`src/rtl/serial_framer.sv`:
```
// Parallel-to-serial framer: start pulse, WIDTH data bits MSB first, finish pulse,
// then GAP idle cycles. A one-word holding register allows back-to-back frames.
module serial_framer #(
  parameter int WIDTH = 8,
  parameter int GAP   = 1
) (
  input  logic             clk,
  input  logic             rst,
  input  logic [WIDTH-1:0] din,
  input  logic             din_valid,
  output logic             din_ready,
  output logic             start,
  output logic             ser,
  output logic             finish,
  output logic             busy
);

  localparam int CW = $clog2(WIDTH);
  localparam logic [CW-1:0] BIT_LAST = CW'(WIDTH - 1);
  localparam logic [3:0]    GAP_LOAD = (GAP > 0) ? 4'(GAP - 1) : 4'd0;

  typedef enum logic [2:0] {
    S_IDLE,
    S_START,
    S_DATA,
    S_FINISH,
    S_GAP
  } state_e;

  state_e           state_q;
  logic [WIDTH-1:0] hold_q;
  logic             hold_full_q;
  logic [WIDTH-1:0] shreg_q;
  logic [CW-1:0]    bitcnt_q;
  logic [3:0]       gapcnt_q;
  logic             start_q;
  logic             ser_q;
  logic             finish_q;

  logic accept;
  logic frame_done;

  assign din_ready = !hold_full_q && !rst;
  assign accept    = din_valid && din_ready;

  // Edges on which the FSM would return to IDLE; a waiting word is loaded there
  // instead, so refilled frames run at WIDTH+2+GAP cycles per word.
  assign frame_done = (state_q == S_IDLE) ||
                      (state_q == S_FINISH && GAP == 0) ||
                      (state_q == S_GAP && gapcnt_q == 4'd0);

  always_ff @(posedge clk or posedge rst) begin
    if (rst) begin
      state_q     <= S_IDLE;
      hold_q      <= '0;
      hold_full_q <= 1'b0;
      shreg_q     <= '0;
      bitcnt_q    <= '0;
      gapcnt_q    <= 4'd0;
      start_q     <= 1'b0;
      ser_q       <= 1'b0;
      finish_q    <= 1'b0;
    end else begin
      // NOTE: non-blocking assignments throughout, so every branch below reads
      // the pre-edge register values and later defaults are safely overridden.
      start_q  <= 1'b0;
      ser_q    <= 1'b0;
      finish_q <= 1'b0;

      if (accept) begin
        hold_q      <= din;
        hold_full_q <= 1'b1;
      end

      if (frame_done) begin
        if (hold_full_q) begin
          shreg_q     <= hold_q;
          hold_full_q <= 1'b0;
          start_q     <= 1'b1;
          state_q     <= S_START;
        end else begin
          state_q <= S_IDLE;
        end
      end else begin
        case (state_q)
          S_START: begin
            // Outputs are registered, so the MSB is presented on the edge leaving START.
            ser_q    <= shreg_q[WIDTH-1];
            shreg_q  <= {shreg_q[WIDTH-2:0], 1'b0};
            bitcnt_q <= BIT_LAST;
            state_q  <= S_DATA;
          end
          S_DATA: begin
            if (bitcnt_q == '0) begin
              finish_q <= 1'b1;
              state_q  <= S_FINISH;
            end else begin
              ser_q    <= shreg_q[WIDTH-1];
              shreg_q  <= {shreg_q[WIDTH-2:0], 1'b0};
              bitcnt_q <= bitcnt_q - CW'(1);
            end
          end
          S_FINISH: begin
            gapcnt_q <= GAP_LOAD;
            state_q  <= S_GAP;
          end
          S_GAP: begin
            gapcnt_q <= gapcnt_q - 4'd1;
          end
          default: begin
            state_q <= S_IDLE;
          end
        endcase
      end
    end
  end

  assign start  = start_q;
  assign ser    = ser_q;
  assign finish = finish_q;
  assign busy   = (state_q != S_IDLE) || hold_full_q;

endmodule

```
`config.mk`:
```
export PLATFORM = sky130hd
export DESIGN_NAME = serial_framer
export DESIGN_NICKNAME = d
export VERILOG_FILES = /design/src/rtl/serial_framer.sv
export SDC_FILE = /design/constraint.sdc
export NUM_CORES = 1
export LEC_CHECK = 0
export ABC_CLOCK_PERIOD_IN_PS = 1550
export CAP_MARGIN = 20
export CORE_UTILIZATION = 50
export CTS_CLUSTER_SIZE = 25
export DETAILED_ROUTE_END_ITERATION = 8
export HOLD_SLACK_MARGIN = 0.15
export MAX_ROUTING_LAYER = met4
export PLACE_DENSITY_LB_ADDON = 0.05
export SYNTH_ARGS = -nofsm -noshare
export SYNTH_HDL_FRONTEND = slang
export SYNTH_SLANG_ARGS = --single-unit
```
`constraint.sdc`:
```
create_clock -name clk -period 1.55 [get_ports clk]
set_input_delay 0.31 -clock clk [delete_from_list [all_inputs] [get_ports clk]]
set_output_delay 0.31 -clock clk [all_outputs]
set_load 0.05 [all_outputs]
```
==> results_tabular.tex, run 1 <==
\begin{tabular}{lr}
\hline
Metric & Value \\
\hline
\multicolumn{2}{l}{\textbf{Run}} \\
Max-cap viol count & 0 \\
\multicolumn{2}{l}{\textbf{Logic synthesis}} \\
Post-synthesis compound-gate area fraction & 22.4\% \\
Mux share of post-synthesis cell area & 7.65\% \\
Cell count after synthesis & 133 \\
Share of synthesized cell area in full adder, half adder and majority cells & 2.47\% \\
Post-synthesis sequential area ratio & 49.4\% \\
Syn nets & 147 \\
Synthesized-area fraction occupied by xor and xnor cells & 0\% \\
EDFF count, synth & 0 \\
Unique masters post-synth & 42 \\
Mean area per synthesized cell & 11.4 um2 \\
Fraction of the mapped netlist area in simple logic gates & 13.1\% \\
Ys async rst share & 100\% \\
Synth Warn \# & 0 \\
Synth Cell Area & 0.00152 mm2 \\
Synth Flop Type & sky130\_fd\_sc\_hd\_\_dfrtp\_1 \\
Main combinational cell family by area after synthesis & compound AO/OA/AOI/OAI gates \\
Number of synthesized register bits & 30 \\
\multicolumn{2}{l}{\textbf{Critical path}} \\
Data arrival time of the critical path & 1.88 ns \\
Sum of buffers and inverters on the critical path & 2 \\
Worst-path maximum fanout & 7 \\
Kind of capture point of the worst setup path & flip-flop \\
CP Class & reg2reg \\
Sort of element at the start of the critical path & flip-flop \\
Biggest cell delay along the critical path & 0.40 ns \\
Cell at the slowest stage of the critical path & sky130\_fd\_sc\_hd\_\_dfrtp\_1 \\
Dominant delay contributor by cell family on the critical path & compound AO/OA/AOI/OAI gates \\
Required time of the critical path & 1.82 ns \\
Critical-path cell list & inv\_1 > ha\_2 > nor3b\_4 > buf\_6 > nand3b\_4 > o211ai\_4 > o21a\_1 \\
\multicolumn{2}{l}{\textbf{STA}} \\
Relative slew slack & 70.0\% \\
Slew at the pin closest to its max-slew limit & 0.444 ns \\
Post-route setup TNS & -0.420 ns \\
Clock tree skew after final layout & 0.0129 ns \\
Unrepaired setup endpoints after global routing & true \\
Worst hold-check slack & 0.389 ns \\
Endpoints failing hold & 0 \\
Achievable frequency & 619 MHz \\
Post-layout min period & 1.62 ns \\
Final Max Tran Viols & 0 \\
Setup Viol. Count Final & 8 \\
PnR worst setup slack & -0.0661 ns \\
Final period utilization & 104\% \\
\multicolumn{2}{l}{\textbf{Cells and area}} \\
Area growth from synthesis to final layout & 35.8\% \\
Proportion of layout cells with a drive suffix above 1 & 41.1\% \\
Most common cell after layout, fill and taps aside & sky130\_fd\_sc\_hd\_\_dfrtp\_1 \\
Final design instance area without fill & 0.00206 mm2 \\
Final-stage net count & 188 \\
Number of antenna diodes & 0 \\
Most frequent cells in the layout & sky130\_fd\_sc\_hd\_\_dfrtp\_1 (26), sky130\_fd\_sc\_hd\_\_buf\_4 (24), sky130\_fd\_sc\_hd\_\_clkdlybuf4s50\_1 (10) \\
Finished Core Util & 73.0\% \\
Filler instances & 188 \\
\multicolumn{2}{l}{\textbf{GRT}} \\
Remaining Overflow, GRT & 0 \\
Wire length of the first global-routing pass & 5.48 mm \\
Number of global-route vias before repair & 1192 \\
GR Util All Layers & 23.3\% \\
Initial antenna violation count & 0 \\
Maximum number of pins on one net before global-route repair & 31 \\
\multicolumn{2}{l}{\textbf{Pwr}} \\
Switching power total & 1.55 mW \\
Switch share & 38.0\% \\
Part of the total power dissipated in sequential elements & 32.4\% \\
Internal power summed over all cells & 2.53 mW \\
Share of power burned in the clock network & 14.5\% \\
IR drop worst, VDD & 1.23 mV \\
Leakage power figure & 0.911 nW \\
Pwr/cell area & 1980 mW/mm2 \\
Part of the total power dissipated in combinational logic & 53.1\% \\
\multicolumn{2}{l}{\textbf{Clocking}} \\
Clk Latency, worst-skew pair & 0.34 ns \\
\# clock sinks & 30 \\
Count of H-tree levels built during CTS & 2 \\
TritonCTS clock tree & yes \\
CTS root buf & sky130\_fd\_sc\_hd\_\_clkbuf\_4 \\
Clk pin slew, worst setup/hold paths & 0.10 ns \\
Hold\_buf cts & 0 \\
Max clock buf depth & 2 \\
Inserted Clock Buffers & 5 \\
\multicolumn{2}{l}{\textbf{Floorplan}} \\
Initial Util & 53.7\% \\
Die height & 57.1 um \\
Die Outline Area & 0.00326 mm2 \\
Number of rows created at floorplan & 19 \\
Width of the chip & 57.1 um \\
Core area & 0.00283 mm2 \\
I/O pin cnt & 16 \\
\multicolumn{2}{l}{\textbf{Run status}} \\
Outcome & finished, violations left \\
Violations in the final reports & setup timing \\
\multicolumn{2}{l}{\textbf{Detailed routing}} \\
Drt pass-1 iters & 4 \\
Via density & 5.84 \\
DR WL/cell & 16.5 um \\
Iter 0 DRT Violations & 85 \\
Vias after detailed routing & 1203 \\
Total wire length after detailed routing & 3.39 mm \\
Detailed-route DRC error count & 0 \\
Final ANT Viol Nets & 0 \\
\multicolumn{2}{l}{\textbf{Placed design}} \\
Number of buffers added on ports & 15 \\
Final RePlAce weighted congestion & 0.788 \\
Half-perimeter wire length after detailed placement & 2.04 mm \\
Placed cell areas & 0.00177 mm2 \\
\multicolumn{2}{l}{\textbf{Worst hold path}} \\
Hold Path Class & in2async \\
\hline
\end{tabular}
-- sequential cells by signal, indices dropped and copies added (netlist names) --
| signal | cells |
|---|---|
| state_q | 3 |
| hold_q | 8 |
| finish | 1 |
| bitcnt_q | 3 |
| shreg_q | 8 |
| ser | 1 |
| start | 1 |
| hold_full_q | 1 |
| gapcnt_q | 4 |
-- synthesized netlist by cell type, drive strengths merged, types with 4 or more instances --
master | instances | area [um2]
mux2 | 8 | 116
buf | 7 | 46.3
dfrtp | 30 | 751
o21a | 8 | 60.1
nor3 | 4 | 20.0
a21oi | 7 | 46.3
o32a | 7 | 70.1
inv | 8 | 30.0
nand2 | 6 | 22.5
o21ai | 4 | 20.0
nor2 | 10 | 40.0
-- power by group through the flow --
| stage | Sequential (mW) | Clock, mW | Combinational [mW] |
|---|---|---|---|
| after floorplan | 1.32 | 0 | 1.28 |
| after global placement | 1.34 | 0 | 1.67 |
| after detailed placement | 1.34 | 0 | 1.71 |
| after CTS | 1.31 | 0.602 | 1.86 |
| after global routing | 1.36 | 0.647 | 2.33 |
| final | 1.32 | 0.591 | 2.17 |
-- what timing repair did --
action,in CTS,in global routing
resized for setup,11,12
pin swaps,6,9
gates cloned,1,0
buffers inserted,4,11
setup endpoints to repair,11,13
-- routing by layer --
layer	part of all wire [%]	vias up	track usage [%]
met2	51	38	36.0
met4	2.7	0	8.71
met1	42	582	28.8
li1	-	570	-
met5	0	-	-
met3	4.1	13	7.48
-- per-stage QoR --
stage | power, mW | worst slack (ns) | instances
final | 4.08 | -0.0661 | 206
after floorplan | 2.60 | 0.0192 | 133
after detailed placement | 3.05 | -0.0479 | 182
after CTS | 3.77 | -0.0667 | 195
after global placement | 3.00 | -0.0189 | 182
after global routing | 4.34 | -0.129 | 206
-- worst reg2reg max path: stages, from the launching register on --
cell,delay (ns)
sky130_fd_sc_hd__dfrtp_1,0.40
sky130_fd_sc_hd__inv_1,0.07
sky130_fd_sc_hd__ha_2,0.18
sky130_fd_sc_hd__nor3b_4,0.19
sky130_fd_sc_hd__buf_6,0.16
sky130_fd_sc_hd__nand3b_4,0.10
sky130_fd_sc_hd__o211ai_4,0.28
sky130_fd_sc_hd__o21a_1,0.18
-- cell type report --
| class | instances | area [um2] | share of cell area (%) |
|---|---|---|---|
| multi-input cells | 89 | 793 | 38.4 |
| inverters | 8 | 30.0 | 1.45 |
| repair buffers | 40 | 368 | 17.8 |
| flip-flops and latches | 30 | 756 | 36.6 |
| clock buffers | 8 | 78.8 | 3.82 |
| well taps | 31 | 38.8 | 1.88 |
-- logic make-up (layout without fill, tap and decap cells) --
| group | count (synthesis) | count (layout) |
|---|---|---|
| and+or+nand+nor | 35 | 35 |
| muxes | 8 | 8 |
| buffers and inverters | 15 | 56 |
| AOI/OAI and AO/OA | 42 | 43 |
| DFF | 30 | 30 |
| adders and majority gates | 3 | 3 |
-- worst paths after layout --
kind,start,to,slack [ns],depth (start not counted)
hold reg to reg,shreg_q[2]$_DFFE_PP0P_,shreg_q[2]$_DFFE_PP0P_,0.49,1
hold / removal,rst,state_q[2]$_DFFE_PP0P_,0.39,3
setup / recovery,gapcnt_q[1]$_DFFE_PP0P_,shreg_q[7]$_DFFE_PP0P_,-0.07,7
setup reg to reg,gapcnt_q[1]$_DFFE_PP0P_,shreg_q[7]$_DFFE_PP0P_,-0.07,7
min in group clk,shreg_q[2]$_DFFE_PP0P_,shreg_q[2]$_DFFE_PP0P_,0.49,1
max in group asynchronous,rst,hold_q[7]$_DFFE_PP0P_,0.98,3
Note: power is estimated with default switching activity, not from simulation.
==> run 2: changes to the inputs <==
--- a/config.mk
+++ b/config.mk
@@ -6,7 +6,6 @@
 export NUM_CORES = 1
 export LEC_CHECK = 0
 export ABC_CLOCK_PERIOD_IN_PS = 1550
-export CAP_MARGIN = 20
 export CORE_UTILIZATION = 50
 export CTS_CLUSTER_SIZE = 25
 export DETAILED_ROUTE_END_ITERATION = 8
==> results of run 2 <==
The final DEF is identical to that of run 1; final timing and power are the same.
==> run 3: changes to the inputs <==
--- a/config.mk
+++ b/config.mk
@@ -7,11 +7,11 @@
 export LEC_CHECK = 0
 export ABC_CLOCK_PERIOD_IN_PS = 1550
 export CORE_UTILIZATION = 50
-export CTS_CLUSTER_SIZE = 25
+export CTS_CLUSTER_SIZE = 10
 export DETAILED_ROUTE_END_ITERATION = 8
 export HOLD_SLACK_MARGIN = 0.15
-export MAX_ROUTING_LAYER = met4
 export PLACE_DENSITY_LB_ADDON = 0.05
 export SYNTH_ARGS = -nofsm -noshare
 export SYNTH_HDL_FRONTEND = slang
 export SYNTH_SLANG_ARGS = --single-unit
+export TNS_END_PERCENT = 50
==> results_tabular.tex, run 3 (synthesized netlist as in run 1, its figures left out) <==
\begin{tabular}{lr}
\hline
Metric & Value \\
\hline
\multicolumn{2}{l}{\textbf{Run status}} \\
Outcome & finished, violations left \\
Violations in the final reports & setup timing \\
\multicolumn{2}{l}{\textbf{Detailed routing}} \\
Total wire length after detailed routing & 3.28 mm (-3.3\%) \\
Vias after detailed routing & 1173 (-2.5\%) \\
Via density & 5.92 (+1.4\%) \\
Detailed-route DRC error count & 0 (unchanged) \\
Drt pass-1 iters & 4 (unchanged) \\
Final ANT Viol Nets & 0 (unchanged) \\
DR WL/cell & 16.6 um (+0.60\%) \\
Iter 0 DRT Violations & 47 (-45\%) \\
\multicolumn{2}{l}{\textbf{GRT}} \\
GR Util All Layers & 22.8\% (-0.47 points) \\
Maximum number of pins on one net before global-route repair & 31 (unchanged) \\
Initial antenna violation count & 0 (unchanged) \\
Number of global-route vias before repair & 1202 (+0.84\%) \\
Wire length of the first global-routing pass & 5.53 mm (+1.0\%) \\
Remaining Overflow, GRT & 0 (unchanged) \\
\multicolumn{2}{l}{\textbf{Pwr}} \\
Total power of the final layout & 3.92 mW (-3.9\%) \\
Leakage power figure & 0.868 nW (-4.7\%) \\
IR drop worst, VDD & 1.26 mV (+2.4\%) \\
Pwr/cell area & 1960 mW/mm2 (-0.56\%) \\
\multicolumn{2}{l}{\textbf{Placed design}} \\
Number of buffers added on ports & 15 (unchanged) \\
Post-Place Worst Slack & -0.0479 ns (unchanged) \\
Final RePlAce weighted congestion & 0.777 (-1.4\%) \\
Half-perimeter wire length after detailed placement & 2.04 mm (unchanged) \\
\multicolumn{2}{l}{\textbf{Critical path}} \\
Dominant delay contributor by cell family on the critical path & compound AO/OA/AOI/OAI gates \\
CP Class & reg2reg \\
Data arrival time of the critical path & 1.89 ns (about the same) \\
Biggest cell delay along the critical path & 0.41 ns (about the same) \\
Required time of the critical path & 1.81 ns (about the same) \\
Critical-path cell list & inv\_1 > ha\_2 > nor3b\_4 > buf\_6 > nand3b\_4 > o211ai\_4 > o21a\_1 \\
Worst-path maximum fanout & 7 (unchanged) \\
Sort of element at the start of the critical path & flip-flop \\
Kind of capture point of the worst setup path & flip-flop \\
Sum of buffers and inverters on the critical path & 2 (unchanged) \\
Cell at the slowest stage of the critical path & sky130\_fd\_sc\_hd\_\_dfrtp\_1 \\
\multicolumn{2}{l}{\textbf{STA}} \\
Post-layout min period & 1.63 ns (+0.00914 ns) \\
Post-route setup TNS & -0.441 ns (-0.0209 ns) \\
Setup Viol. Count Final & 9 (+1) \\
Clock tree skew after final layout & 0.0169 ns (+0.00401 ns) \\
Relative slew slack & 70.4\% (+0.37 points) \\
Unrepaired setup endpoints after global routing & true \\
Final period utilization & 105\% (+0.59 points) \\
Worst hold-check slack & 0.392 ns (+0.00298 ns) \\
Slew at the pin closest to its max-slew limit & 0.439 ns (-0.00555 ns) \\
Final Max Tran Viols & 0 (unchanged) \\
Endpoints failing hold & 0 (unchanged) \\
PnR worst setup slack & -0.0753 ns (-0.00914 ns) \\
Achievable frequency & 615 MHz (-0.56\%) \\
\multicolumn{2}{l}{\textbf{Run}} \\
Max-cap viol count & 0 (unchanged) \\
\multicolumn{2}{l}{\textbf{Clocking}} \\
TritonCTS clock tree & yes \\
Count of H-tree levels built during CTS & 2 (unchanged) \\
Hold\_buf cts & 0 (unchanged) \\
Max clock buf depth & 2 (unchanged) \\
Clk Latency, worst-skew pair & 0.33 ns (about the same) \\
\# clock sinks & 30 (unchanged) \\
Clk pin slew, worst setup/hold paths & 0.11 ns (about the same) \\
CTS root buf & sky130\_fd\_sc\_hd\_\_clkbuf\_4 \\
Inserted Clock Buffers & 5 (unchanged) \\
\multicolumn{2}{l}{\textbf{Worst hold path}} \\
Hold Path Class & in2async \\
\multicolumn{2}{l}{\textbf{Floorplan}} \\
I/O pin cnt & 16 (unchanged) \\
Die height & 57.1 um (unchanged) \\
Number of rows created at floorplan & 19 (unchanged) \\
Die Outline Area & 0.00326 mm2 (unchanged) \\
Initial Util & 53.7\% (unchanged) \\
Width of the chip & 57.1 um (unchanged) \\
Core area & 0.00283 mm2 (unchanged) \\
\multicolumn{2}{l}{\textbf{Cells and area}} \\
Proportion of layout cells with a drive suffix above 1 & 37.1\% (-4.0 points) \\
Finished Core Util & 70.5\% (-2.5 points) \\
Most frequent cells in the layout & sky130\_fd\_sc\_hd\_\_dfrtp\_1 (26), sky130\_fd\_sc\_hd\_\_buf\_4 (16), sky130\_fd\_sc\_hd\_\_clkdlybuf4s50\_1 (10) \\
Largest registers ranked by flip-flop count & hold\_q (8), shreg\_q (8), gapcnt\_q (4) \\
Area growth from synthesis to final layout & 31.2\% \\
Number of antenna diodes & 0 (unchanged) \\
Final-stage net count & 180 (-4.3\%) \\
Most common cell after layout, fill and taps aside & sky130\_fd\_sc\_hd\_\_dfrtp\_1 \\
\hline
\end{tabular}
[run 3: cell types whose count changed in the layout (fill, tap and decap cells not counted)]
cell / before / now
sky130_fd_sc_hd__buf_4: 24 / 16
sky130_fd_sc_hd__nand2_1: 5 / 6
sky130_fd_sc_hd__nand2_2: 1 / 0
sky130_fd_sc_hd__nor2_1: 5 / 6
sky130_fd_sc_hd__nor2_4: 3 / 2
[run 3: repair_timing]
item	in CTS	in global routing
resized for setup	12	8
buffers inserted	3	4
setup endpoints to repair	11	15
gates cloned	1	0
pin swaps	7	10
[run 3: per-layer routing]
layer / track usage, % / wire length, um / vias up
li1: - / - / 561
met1: 28.9 / 1430 / 585
met2: 36.6 / 1710 / 21
met3: 7.48 / 95 / 6
met4: 8.71 / 38 / 0
met5: 0 / 0 / -
[run 3: final cells by class]
cell class | instances | area (um2)
Clock buffer | 8 | 78.8
Sequential cell | 30 | 756
Inverter | 8 | 30.0
Tap cell | 31 | 38.8
Multi-Input combinational cell | 89 | 783
Fill cell | 197 | 835
Timing Repair Buffer | 32 | 308
[run 3: power breakdown]
group | internal, mW | switching [mW] | leakage (nW) | total [mW]
Combinational | 1.01 | 0.959 | 0.468 | 1.97
Clock | 0.310 | 0.280 | 0.0446 | 0.590
Sequential | 1.09 | 0.264 | 0.356 | 1.35
[run 3: per-stage QoR]
step	area (um2)	std cells
after global routing	1990	198
after global placement	1770	182
after floorplan	1530	133
after detailed placement	1770	182
final	1990	198
after CTS	1930	194
[run 3: worst paths after layout]
kind,start,end,slack (ns),cells past startpoint
worst max-delay path,gapcnt_q[1]$_DFFE_PP0P_,shreg_q[7]$_DFFE_PP0P_,-0.08,7
worst min register to register,shreg_q[2]$_DFFE_PP0P_,shreg_q[2]$_DFFE_PP0P_,0.50,1
min in group clk,shreg_q[2]$_DFFE_PP0P_,shreg_q[2]$_DFFE_PP0P_,0.50,1
worst min-delay path,rst,state_q[0]$_DFFE_PP0P_,0.39,3
worst max register to register,gapcnt_q[1]$_DFFE_PP0P_,shreg_q[7]$_DFFE_PP0P_,-0.08,7
max in group asynchronous,rst,hold_q[7]$_DFFE_PP0P_,0.97,3
[run 3: worst reg2reg max path: stages, from the launching register on]
cell	delay (ns)
sky130_fd_sc_hd__dfrtp_1	0.41
sky130_fd_sc_hd__inv_1	0.07
sky130_fd_sc_hd__ha_2	0.18
sky130_fd_sc_hd__nor3b_4	0.19
sky130_fd_sc_hd__buf_6	0.16
sky130_fd_sc_hd__nand3b_4	0.10
sky130_fd_sc_hd__o211ai_4	0.28
sky130_fd_sc_hd__o21a_1	0.18
